## src/rtl/sprite_blitter_if.sv

```systemverilog
// ---------------------------------------------------------------------------
// sprite_blitter_if
//   Bus bundle around the sprite blitter: render-queue read side, image
//   memory read port and frame-buffer write port.
//   master : the blitter (pops the queue, drives memory address, writes pixels)
//   slave  : the environment (queue, image memory, frame-buffer writer)
// Signals
//   q_empty   render queue empty; q_dout valid (show-ahead) when 0
//   q_dout    48-bit command {id[7:0], x[9:0], y[9:0], base[19:0]}
//   q_pop     one-cycle pop strobe
//   img_addr  image memory address; data returned on img_dout next cycle
//   img_dout  image memory read data, RGB 8:8:8
//   fb_we     frame-buffer write request, held until fb_ready
//   fb_addr   frame-buffer linear address y*FB_W + x
//   fb_data   pixel RGB
//   fb_ready  frame buffer accepts on fb_we && fb_ready
// ---------------------------------------------------------------------------
interface sprite_blitter_if;
  logic        q_empty;
  logic [47:0] q_dout;
  logic        q_pop;
  logic [19:0] img_addr;
  logic [23:0] img_dout;
  logic        fb_we;
  logic [18:0] fb_addr;
  logic [23:0] fb_data;
  logic        fb_ready;

  modport master (
    input  q_empty, q_dout, img_dout, fb_ready,
    output q_pop, img_addr, fb_we, fb_addr, fb_data
  );

  modport slave (
    output q_empty, q_dout, img_dout, fb_ready,
    input  q_pop, img_addr, fb_we, fb_addr, fb_data
  );
endinterface

```

## src/rtl/sprite_blitter.sv

```systemverilog
// ---------------------------------------------------------------------------
// sprite_blitter
//   Drains render commands from the render queue and copies one fixed-size
//   sprite per command from image memory to the frame-buffer write port,
//   one pixel at a time (read, wait for data, write). Pixels falling off the
//   right or bottom screen edge are skipped. A command with id 8'hFF marks
//   end of frame and produces a one-cycle frame_done pulse.
//
// Optional feature (compile-time macro SPRITE_COLOR_KEY_EN):
//   defined   -> pixels equal to COLOR_KEY are skipped like clipped pixels
//   undefined -> every on-screen pixel is written; COLOR_KEY is unused
//
// Ports
//   clk50      system clock, all logic on posedge
//   reset_n    asynchronous active-low reset
//   clear      synchronous abort: drop current sprite, return to IDLE
//   bus        sprite_blitter_if.master (queue, image memory, frame buffer)
//   frame_done one-cycle pulse on an end-of-frame command
//   busy       high in every state except IDLE
// ---------------------------------------------------------------------------
module sprite_blitter #(
  parameter int          FB_W      = 640,
  parameter int          FB_H      = 480,
  parameter int          SPRITE_W  = 32,
  parameter int          SPRITE_H  = 32,
  parameter logic [23:0] COLOR_KEY = 24'hFF00FF
) (
  input  logic             clk50,
  input  logic             reset_n,
  input  logic             clear,
  sprite_blitter_if.master bus,
  output logic             frame_done,
  output logic             busy
);

  localparam int CW = (SPRITE_W > 1) ? $clog2(SPRITE_W) : 1;
  localparam int RW = (SPRITE_H > 1) ? $clog2(SPRITE_H) : 1;

  localparam logic [CW-1:0] COL_LAST = CW'(SPRITE_W - 1);
  localparam logic [RW-1:0] ROW_LAST = RW'(SPRITE_H - 1);
  localparam logic [10:0]   FB_W_L   = 11'(FB_W);
  localparam logic [10:0]   FB_H_L   = 11'(FB_H);
  localparam logic [18:0]   FB_W_A   = 19'(FB_W);
  localparam logic [19:0]   SPR_W_A  = 20'(SPRITE_W);
  localparam logic [7:0]    EOF_ID   = 8'hFF;

  typedef enum logic [2:0] {
    S_IDLE,
    S_POP,
    S_EOF,
    S_RD,
    S_WT,
    S_WR
  } state_t;

  state_t r_state;
  state_t w_state_nxt;

  // Latched command and walk position
  logic [9:0]    r_x;
  logic [9:0]    r_y;
  logic [19:0]   r_base;
  logic [CW-1:0] r_col;
  logic [RW-1:0] r_row;
  logic [23:0]   r_pix;

  logic [10:0] w_px;
  logic [10:0] w_py;
  logic        w_clipped;
  logic        w_keyed;
  logic        w_write;
  logic        w_advance;
  logic        w_last;

  // Screen coordinates are formed one bit wider than x/y so a sprite placed
  // near the edge cannot wrap back onto the visible area.
  assign w_px      = {1'b0, r_x} + 11'(r_col);
  assign w_py      = {1'b0, r_y} + 11'(r_row);
  assign w_clipped = (w_px >= FB_W_L) || (w_py >= FB_H_L);

`ifdef SPRITE_COLOR_KEY_EN
  assign w_keyed = (r_pix == COLOR_KEY);
`else
  // Colour keying is compiled out; COLOR_KEY is parked on a sink net.
  logic [23:0] w_unused_key;
  assign w_unused_key = COLOR_KEY;
  assign w_keyed      = 1'b0;
`endif

  assign w_write   = (r_state == S_WR) && !w_clipped && !w_keyed;
  // A skipped pixel advances at once; a real write waits for acceptance.
  assign w_advance = (r_state == S_WR) && (!w_write || bus.fb_ready);
  assign w_last    = (r_col == COL_LAST) && (r_row == ROW_LAST);

  // Addresses are pure functions of the registered walk state, so they stay
  // frozen while a write is stalled on fb_ready.
  assign bus.img_addr = r_base + 20'(r_row) * SPR_W_A + 20'(r_col);
  assign bus.fb_addr  = 19'(w_py) * FB_W_A + 19'(w_px);
  assign bus.fb_data  = r_pix;

  // State register
  always_ff @(posedge clk50 or negedge reset_n) begin
    if (!reset_n) begin
      r_state <= S_IDLE;
    end else begin
      // NOTE: sequential state uses non-blocking assignment so every flop
      // samples pre-edge values regardless of block evaluation order.
      r_state <= w_state_nxt;
    end
  end

  // Next state and control outputs
  always_comb begin
    // NOTE: every output of this block gets a default first; a path that
    // leaves one unassigned would infer a latch.
    w_state_nxt = r_state;
    bus.q_pop   = 1'b0;
    bus.fb_we   = 1'b0;
    frame_done  = 1'b0;
    busy        = (r_state != S_IDLE);

    case (r_state)
      S_IDLE: if (!bus.q_empty) w_state_nxt = S_POP;
      S_POP: begin
        bus.q_pop   = 1'b1;
        w_state_nxt = (bus.q_dout[47:40] == EOF_ID) ? S_EOF : S_RD;
      end
      S_EOF: begin
        frame_done  = 1'b1;
        w_state_nxt = S_IDLE;
      end
      S_RD: w_state_nxt = S_WT;
      S_WT: w_state_nxt = S_WR;
      S_WR: begin
        bus.fb_we = w_write;
        if (w_advance) w_state_nxt = w_last ? S_IDLE : S_RD;
      end
      default: w_state_nxt = S_IDLE;
    endcase

    // Abort wins over everything except reset.
    if (clear) w_state_nxt = S_IDLE;
  end

  // Datapath: command capture, pixel register, column/row walk
  always_ff @(posedge clk50 or negedge reset_n) begin
    if (!reset_n) begin
      r_x    <= '0;
      r_y    <= '0;
      r_base <= '0;
      r_col  <= '0;
      r_row  <= '0;
      r_pix  <= '0;
    end else if (!clear) begin
      case (r_state)
        S_POP: begin
          r_x    <= bus.q_dout[39:30];
          r_y    <= bus.q_dout[29:20];
          r_base <= bus.q_dout[19:0];
          r_col  <= '0;
          r_row  <= '0;
        end
        S_WT: r_pix <= bus.img_dout;
        S_WR: begin
          if (w_advance) begin
            if (r_col == COL_LAST) begin
              r_col <= '0;
              r_row <= r_row + 1'b1;
            end else begin
              r_col <= r_col + 1'b1;
            end
          end
        end
        default: ;
      endcase
    end
  end

endmodule

```

## src/flat_wrapper.sv

```systemverilog
// flat-port wrapper written by rule: the top's interface ports become plain ports
module sprite_blitter_flat 
#(
  parameter int          FB_W      = 640,
  parameter int          FB_H      = 480,
  parameter int          SPRITE_W  = 32,
  parameter int          SPRITE_H  = 32,
  parameter logic [23:0] COLOR_KEY = 24'hFF00FF
)
  (clk50, reset_n, clear, frame_done, busy, bus_q_empty, bus_q_dout, bus_img_dout, bus_fb_ready, bus_q_pop, bus_img_addr, bus_fb_we, bus_fb_addr, bus_fb_data);
  sprite_blitter_if bus_i ();
  input  logic clk50;
  input  logic reset_n;
  input  logic clear;
  output logic frame_done;
  output logic busy;
  input wire logic [$bits(bus_i.q_empty)-1:0] bus_q_empty;
  input wire logic [$bits(bus_i.q_dout)-1:0] bus_q_dout;
  input wire logic [$bits(bus_i.img_dout)-1:0] bus_img_dout;
  input wire logic [$bits(bus_i.fb_ready)-1:0] bus_fb_ready;
  output wire logic [$bits(bus_i.q_pop)-1:0] bus_q_pop;
  output wire logic [$bits(bus_i.img_addr)-1:0] bus_img_addr;
  output wire logic [$bits(bus_i.fb_we)-1:0] bus_fb_we;
  output wire logic [$bits(bus_i.fb_addr)-1:0] bus_fb_addr;
  output wire logic [$bits(bus_i.fb_data)-1:0] bus_fb_data;
  assign bus_i.q_empty = bus_q_empty;
  assign bus_i.q_dout = bus_q_dout;
  assign bus_i.img_dout = bus_img_dout;
  assign bus_i.fb_ready = bus_fb_ready;
  assign bus_q_pop = bus_i.q_pop;
  assign bus_img_addr = bus_i.img_addr;
  assign bus_fb_we = bus_i.fb_we;
  assign bus_fb_addr = bus_i.fb_addr;
  assign bus_fb_data = bus_i.fb_data;
  sprite_blitter #(.FB_W(FB_W), .FB_H(FB_H), .SPRITE_W(SPRITE_W), .SPRITE_H(SPRITE_H), .COLOR_KEY(COLOR_KEY)) u_core (.clk50(clk50), .reset_n(reset_n), .clear(clear), .bus(bus_i), .frame_done(frame_done), .busy(busy));
endmodule
```

## config.mk

```make
export PLATFORM = sky130hd
export DESIGN_NAME = sprite_blitter_flat
export DESIGN_NICKNAME = d
export VERILOG_FILES = /design/src/rtl/sprite_blitter_if.sv /design/src/rtl/sprite_blitter.sv /design/src/flat_wrapper.sv
export SDC_FILE = /design/constraint.sdc
export NUM_CORES = 1
export LEC_CHECK = 0
export CORE_ASPECT_RATIO = 1.4
export CORE_MARGIN = 2
export CORE_UTILIZATION = 49
export DETAILED_ROUTE_END_ITERATION = 8
export PLACE_DENSITY = 0.81
export SYNTH_ARGS = -nofsm -noshare
export SYNTH_HDL_FRONTEND = slang
export SYNTH_SLANG_ARGS = --single-unit
```

## constraint.sdc

```tcl
create_clock -name clk50 -period 4.95 [get_ports clk50]
set_input_delay 0.7425 -clock clk50 [delete_from_list [all_inputs] [get_ports clk50]]
set_output_delay 0.7425 -clock clk50 [all_outputs]
set_load 0.02 [all_outputs]
```

==> impl_metrics.yaml, run 1 <==
sta:
  fin_crit_sh: 0.9430
  finalMaxSlewViolations: 0
  worst-slew-pin-transition_ns: 0.9737
  timing.final.hold_violations: 0
  finClkSkew_ns: 0.005714
  max_slew_margin: 0.3509
  hold_ws_ns: 0.5031
  min_period_ns: 4.668
  rsz0062_at_grt: "no"
  fmax_ghz: 0.2142
  setup_viol: 0
cts:
  clk_path_buf_depth: 2
  cts_tree: "done"
  hold_buffers: 0
  numCtsBuffers: 9
  h-tree-depth: 3
  insertion_delay_ns: 0.33
  path_clk_slew_ns: 0.06
  clock-sinks: 77
  ctsRootBufferMaster: "clkbuf_16"
power:
  power_frac_seq: 0.262
  finalPower_mw: 3.503
  p_clk_frac: 0.183
  pwr-share-comb: 0.555
  switching_share: 0.3906
  irDropWorstVdd_uv: 308.0
  intPower_mw: 2.135
  p_per_area_mw_per_mm2: 493.3
  leakage_nw: 3.095
  p_switching_mw: 1.368
worst_hold_path:
  hp-class: "flip-flop to flip-flop"
  min_path_cells: 1
worst_setup_path:
  cp-end-kind: "primary output"
  path_depth: 12
  critPathLaunchType: "flip-flop"
  r2r_setup_slack_ns: 1.54
  cp_common_cell: "ha_1"
  path_cells: "ha_1 -> a21o_1 -> a211oi_1 -> nor2_1 -> ha_1 -> ha_1 -> fa_1 -> xor2_1 -> nand2_1 -> nor2_1 -> xor2_1 -> clkdlybuf4s50_1"
  critPathArrivalTime_ns: 3.93
  cp_top_family: "adder cells"
  path_class: "flip-flop to primary output"
  worstReg2RegEnd: "u_core.r_state[0]$_DFFE_PN0P_"
  cpPeakStageDelay_ns: 0.61
  critical_path.startpoint: "u_core.r_row[1]$_DFFE_PN0P_"
  cp_max_fo: 6
  timing.rr.start: "u_core.r_row[0]$_DFFE_PN0P_"
  r2r_cells: 10
  cp.buffers_inverters: 1
  worstSetupEndpoint: "bus_fb_addr[13]"
  cp_data_required_time_ns: 4.21
  slowest_stage: "clkdlybuf4s50_1"
route:
  ant_nets: 0
  vias: 4293
  wire_per_inst_um: 15.57
  drcViolationCount: 0
  viasPerCell: 5.455
  drtIter0Drc: 180
  dr.pass1.iters: 4
  wl_um: 12250
flow_run:
  maxCapViolCount: 0
global_route:
  grt_max_degree: 78
  grt_usage: 0.2202
  grt_pass1_wl_um: 20560
  first_global_vias: 4548
  grt-ovfl-total: 0
  grt_antenna_before_repair: 0
finish:
  diodes: 0
  synthToLayoutAreaGrowth_pct: 37.31
  drive_gt1_frac: 0.1680
  postLayoutCoreUtil: 0.6860
  final_cell_area_sq_mm: 0.007101
  layout.nets: 766
  layout_common_cells: "clkdlybuf4s50_1, dfrtp_1, mux2_2"
  layout_commonest_cell: "clkdlybuf4s50_1"
synthesis:
  syn_avg_cell_area_sq_um: 10.34
  async_flop_share: 1.000
  yosysTopAreaCell: "dfrtp_1"
  yosysUniqueCellTypes: 58
  synth_edf_count: 0
  syn-num-nets: 622
  syn_area_sq_mm: 0.005171
  synth_seq_area_share: 0.3726
  yosys_register_bits: 77
  yosysWarningCount: 0
  syn_inst: 500
  ys_top_cells_by_area: "dfrtp_1, mux2_2, ha_1"
  synth_top_area_frac: 0.3726
  synth_ff_type: "dfrtp_1"
placed_design:
  hpwl_um: 9629
  place_area_sq_mm: 0.006760
  port-buffer-count: 143
  gp_congestion: 0.8924
status:
  status: "complete, no violations"
floorplan:
  ios: 144
  core_area_sq_mm: 0.01035
  rows: 44
  initial_core_util: 0.4996
  die_h_um: 125.6
  chipWidth_um: 90.82
  dieArea_sq_mm: 0.01140
cell type report:
type	instances	area (sq um)
well taps	138	172.7
clock inverters	6	63.81
multi-input cells	382	3151
clock buffers	10	229.0
repair buffers	150	1468
flip-flops and latches	77	1927
fillers	829	3249
inverters	24	90.09
layer usage:
layer / track usage / part of all wire / up-vias / wire length, um
li1: - / - / 2078 / -
met1: 0.2430 / 0.38 / 2046 / 4610
met2: 0.4008 / 0.53 / 140 / 6544
met3: 0.06084 / 0.065 / 29 / 797
met4: 0.08200 / 0.024 / 0 / 299
met5: 0 / 0 / - / 0
cells by family after synthesis:
logic type / share of synthesized area
AND/OR/NAND/NOR: 0.1263
XOR/XNOR: 0.08468
flip-flops: 0.3726
multiplexers: 0.1406
adder cells (fa/ha/maj): 0.1161
buffers and inverters: 0.03121
AO/OA/AOI/OAI: 0.1285
synth_stat cells, types with 2 or more instances:
library cell	count
a211oi_1	11
a21o_1	7
a21oi_1	17
a31oi_1	3
and2_1	9
and3_1	7
buf_1	3
clkbuf_1	13
dfrtp_1	77
fa_1	5
ha_1	40
inv_1	24
mux2_2	61
mux2i_1	4
nand2_1	26
nand2b_1	7
nand3_1	7
nand3b_1	2
nand4_1	6
nor2_1	37
nor2b_1	4
nor3_1	8
nor3b_1	2
o2111ai_1	2
o21a_1	5
o21ai_0	20
o21bai_1	4
o2bb2ai_1	3
o311ai_0	2
o41a_1	2
o41ai_1	4
or2_2	3
or4_1	2
xnor2_1	31
xor2_1	19
worst min path at each step:
| stage | from | endpoint | slack, ns |
|---|---|---|---|
| 6_report | u_core.bus.fb_data[20]$_DFFE_PN0P_ | u_core.bus.fb_data[20]$_DFFE_PN0P_ | 0.50 |
| 5_1_grt | u_core.bus.fb_data[20]$_DFFE_PN0P_ | u_core.bus.fb_data[20]$_DFFE_PN0P_ | 0.51 |
| 4_1_cts | u_core.bus.fb_data[12]$_DFFE_PN0P_ | u_core.bus.fb_data[12]$_DFFE_PN0P_ | 0.51 |
| 3_5_place_dp | u_core.bus.fb_data[20]$_DFFE_PN0P_ | u_core.bus.fb_data[20]$_DFFE_PN0P_ | 0.50 |
| 3_3_place_gp | u_core.bus.fb_data[20]$_DFFE_PN0P_ | u_core.bus.fb_data[20]$_DFFE_PN0P_ | 0.49 |
| 2_1_floorplan | reset_n | u_core.bus.fb_data[0]$_DFFE_PN0P_ | 0.45 |
power groups by stage:
stage,Sequential (mW),Combinational [mW],Clock (mW)
3_5_place_dp,0.928,1.94,0
5_1_grt,0.943,2.12,0.678
2_1_floorplan,0.950,1.15,0
4_1_cts,0.918,1.93,0.650
3_3_place_gp,0.918,1.90,0
6_report,0.918,1.94,0.642
what timing repair did:
item / 4_1_cts / 5_1_grt
setup endpoints to repair: 4 / 6
gates resized for setup: 6 / 24
pin swaps: 1 / 2
buffers inserted: 1 / 0
endpoints found under the hold margin: 0 / 0
through the flow:
| step | setup slack, ns | cells | TNS, ns |
|---|---|---|---|
| 6_report | 0.2821 | 787 | 0 |
| 5_1_grt | 0.02842 | 787 | 0 |
| 4_1_cts | -0.02453 | 787 | -0.02453 |
| 3_5_place_dp | 0.04238 | 770 | 0 |
| 3_3_place_gp | 0.1975 | 770 | 0 |
| 2_1_floorplan | 0.7404 | 500 | 0 |
registers in the layout, summed over array words and instances, names as in the netlist:
name and count:
u_core.r_x 10, u_core.bus.fb_data 24, u_core.r_y 10, u_core.r_col 5, u_core.r_base 20, u_core.r_row 5, u_core.r_state 3
Power figures use the tool's default switching activity.
==> run 2, diff against run 1 <==
==> constraint.sdc (replaced) <==
create_clock -name clk50 -period 4.95 [get_ports clk50]
set_input_delay 0.99 -clock clk50 [delete_from_list [all_inputs] [get_ports clk50]]
set_output_delay 0.99 -clock clk50 [all_outputs]
set_load 0.02 [all_outputs]
==> run 2 against run 1 <==
Cell area rose by 2.6%. Power rose by 6.0%. Sequential cell count did not move. Die area did not move. Routed wire length rose by 4.3%. Via count rose by 2.3%. Clock skew fell by 0.0017 ns. Clock-buffer cell count rose by 1. Clock power rose by 13%. Maximum frequency fell by 3.3%. Global-route usage rose by 0.61 points. Hold slack improved by 0.0026 ns. Largest cell class unchanged. Highest routed layer unchanged.
==> impl_metrics.yaml, run 2 (same netlist as run 1, synthesis figures left out) <==
flow_run:
  maxCapViolCount: 0
finish:
  layout.nets: 775
  synthToLayoutAreaGrowth_pct: 40.91
  layout_common_cells: "clkdlybuf4s50_1, dfrtp_1, mux2_2"
  instances_no_fill: 796
  largest_reg_flops: 24
  multiInputGateArea_sq_mm: 0.003218
  layout_commonest_cell: "clkdlybuf4s50_1"
  postLayoutCoreUtil: 0.7041
  drive_gt1_frac: 0.2021
  nFillCells: 769
  diodes: 0
  final_cell_area_sq_mm: 0.007287
  register_area_sq_mm: 0.001927
sta:
  fin_tns_setup_ns: 0
  setup_viol: 0
  rsz0062_at_grt: "yes"
  worst-slew-pin-transition_ns: 0.9747
  max_slew_margin: 0.3502
  fin_ws_ns: 0.1203
  hold_ws_ns: 0.5057
  finalMaxSlewViolations: 0
  timing.final.hold_violations: 0
  finClkSkew_ns: 0.004053
  min_period_ns: 4.830
  fmax_ghz: 0.2071
  fin_crit_sh: 0.9757
cts:
  clock-sinks: 77
  ctsRootBufferMaster: "clkbuf_16"
  cts_tree: "done"
  h-tree-depth: 3
  path_clk_slew_ns: 0.06
  clk_path_buf_depth: 2
  numCtsBuffers: 9
  insertion_delay_ns: 0.34
route:
  wire_per_inst_um: 16.06
  ant_nets: 0
  wl_um: 12780
  vias: 4390
  drtIter0Drc: 192
  viasPerCell: 5.515
  dr.pass1.iters: 4
  drcViolationCount: 0
placed_design:
  gp_congestion: 0.8592
  port-buffer-count: 143
  hpwl_um: 9802
  place_area_sq_mm: 0.006820
  dp_slack_ns: -0.1639
  dpl.cell_count: 778
worst_hold_path:
  hp-class: "flip-flop to flip-flop"
status:
  status: "complete, no violations"
floorplan:
  rows: 44
  initial_core_util: 0.4996
  dieArea_sq_mm: 0.01140
  core_area_sq_mm: 0.01035
  chipWidth_um: 90.82
  ios: 144
  die_h_um: 125.6
power:
  p_per_area_mw_per_mm2: 509.7
  finalPower_mw: 3.714
  irDropWorstVdd_uv: 290.4
  leakage_nw: 3.193
global_route:
  grt_max_degree: 78
  first_global_vias: 4694
  grt-ovfl-total: 0
  grt_pass1_wl_um: 21020
  grt_antenna_before_repair: 0
  grt_usage: 0.2263
worst_setup_path:
  cp_max_fo: 3
  cp_data_required_time_ns: 3.96
  path_class: "flip-flop to primary output"
  critPathLaunchType: "flip-flop"
  critPathArrivalTime_ns: 3.84
  cp-end-kind: "primary output"
[run 2: changes by cell type in the layout (fill, tap and decap cells not counted), sizes merged]
cell	change
buf	+12
bufinv	+1
clkbuf	-1
clkdlybuf4s50	-3
clkinv	-3
clkinvlp	+1
dlygate4sd2	-1
dlymetal6s2s	+3
[run 2: worst max-delay path, cell delays in order, from the launching register on]
cell and delay, ns:
dfrtp_1 0.40, ha_2 0.21, inv_1 0.07, fa_2 0.24, nor2b_4 0.05, o31a_1 0.30
a21oi_2 0.19, xor2_2 0.22, ha_1 0.29, a211oi_1 0.26, nor2_1 0.12, o31ai_2 0.29
a21oi_1 0.13, xnor2_1 0.19, nor3_2 0.23, xnor2_1 0.13, clkbuf_2 0.18
[run 2: path summary, 6_finish.rpt]
| check | cells after the start | endpoint | start | slack (ns) |
|---|---|---|---|---|
| max | 16 | bus_fb_addr[18] | u_core.r_row[0]$_DFFE_PN0P_ | 0.12 |
| max reg2reg | 11 | u_core.r_state[0]$_DFFE_PN0P_ | u_core.r_row[0]$_DFFE_PN0P_ | 1.44 |
| min in group asynchronous | 1 | u_core.bus.fb_data[11]$_DFFE_PN0P_ | reset_n | 0.81 |
| max in group asynchronous | 1 | u_core.bus.fb_data[19]$_DFFE_PN0P_ | reset_n | 3.51 |
| min reg2reg | 1 | u_core.bus.fb_data[15]$_DFFE_PN0P_ | u_core.bus.fb_data[15]$_DFFE_PN0P_ | 0.51 |
| min | 1 | u_core.bus.fb_data[15]$_DFFE_PN0P_ | u_core.bus.fb_data[15]$_DFFE_PN0P_ | 0.51 |
[run 2: power breakdown]
group | internal, mW | switching, mW
sequential | 0.785 | 0.136
clock | 0.469 | 0.257
combinational | 1.03 | 1.04
total | 2.28 | 1.43
[run 2: cell type report]
| cell class | instances | share of cell area |
|---|---|---|
| clock inverters | 5 | 0.01133 |
| well taps | 138 | 0.02370 |
| multi-input cells | 382 | 0.4416 |
| flip-flops and latches | 77 | 0.2644 |
| inverters | 24 | 0.01236 |
| repair buffers | 159 | 0.2119 |
| clock buffers | 11 | 0.03468 |
[run 2: timing repair]
| action | in CTS | in global routing |
|---|---|---|
| buffers inserted | 2 | 0 |
| pin swaps | 3 | 12 |
| gates cloned | 0 | 0 |
| hold endpoints to repair | 0 | 0 |
| resized for setup | 22 | 31 |
| hold buffers | 0 | 0 |
| setup endpoints to repair | 5 | 9 |
[run 2: routing by layer]
metal	vias up	wire [um]	global-route usage
li1	2093	-	-
met1	2110	4596	0.2368
met2	147	6894	0.4122
met4	0	454	0.1123
met3	40	834	0.06325
met5	-	0	0
==> run 3, diff against run 2 <==
--- a/config.mk
+++ b/config.mk
@@ -8,6 +8,7 @@
 export CORE_ASPECT_RATIO = 1.4
 export CORE_MARGIN = 2
 export CORE_UTILIZATION = 49
+export CTS_CLUSTER_SIZE = 14
 export DETAILED_ROUTE_END_ITERATION = 8
 export PLACE_DENSITY = 0.81
 export SYNTH_ARGS = -nofsm -noshare
==> results of run 3 <==
Final layout, timing and power as in run 2 (identical DEF).
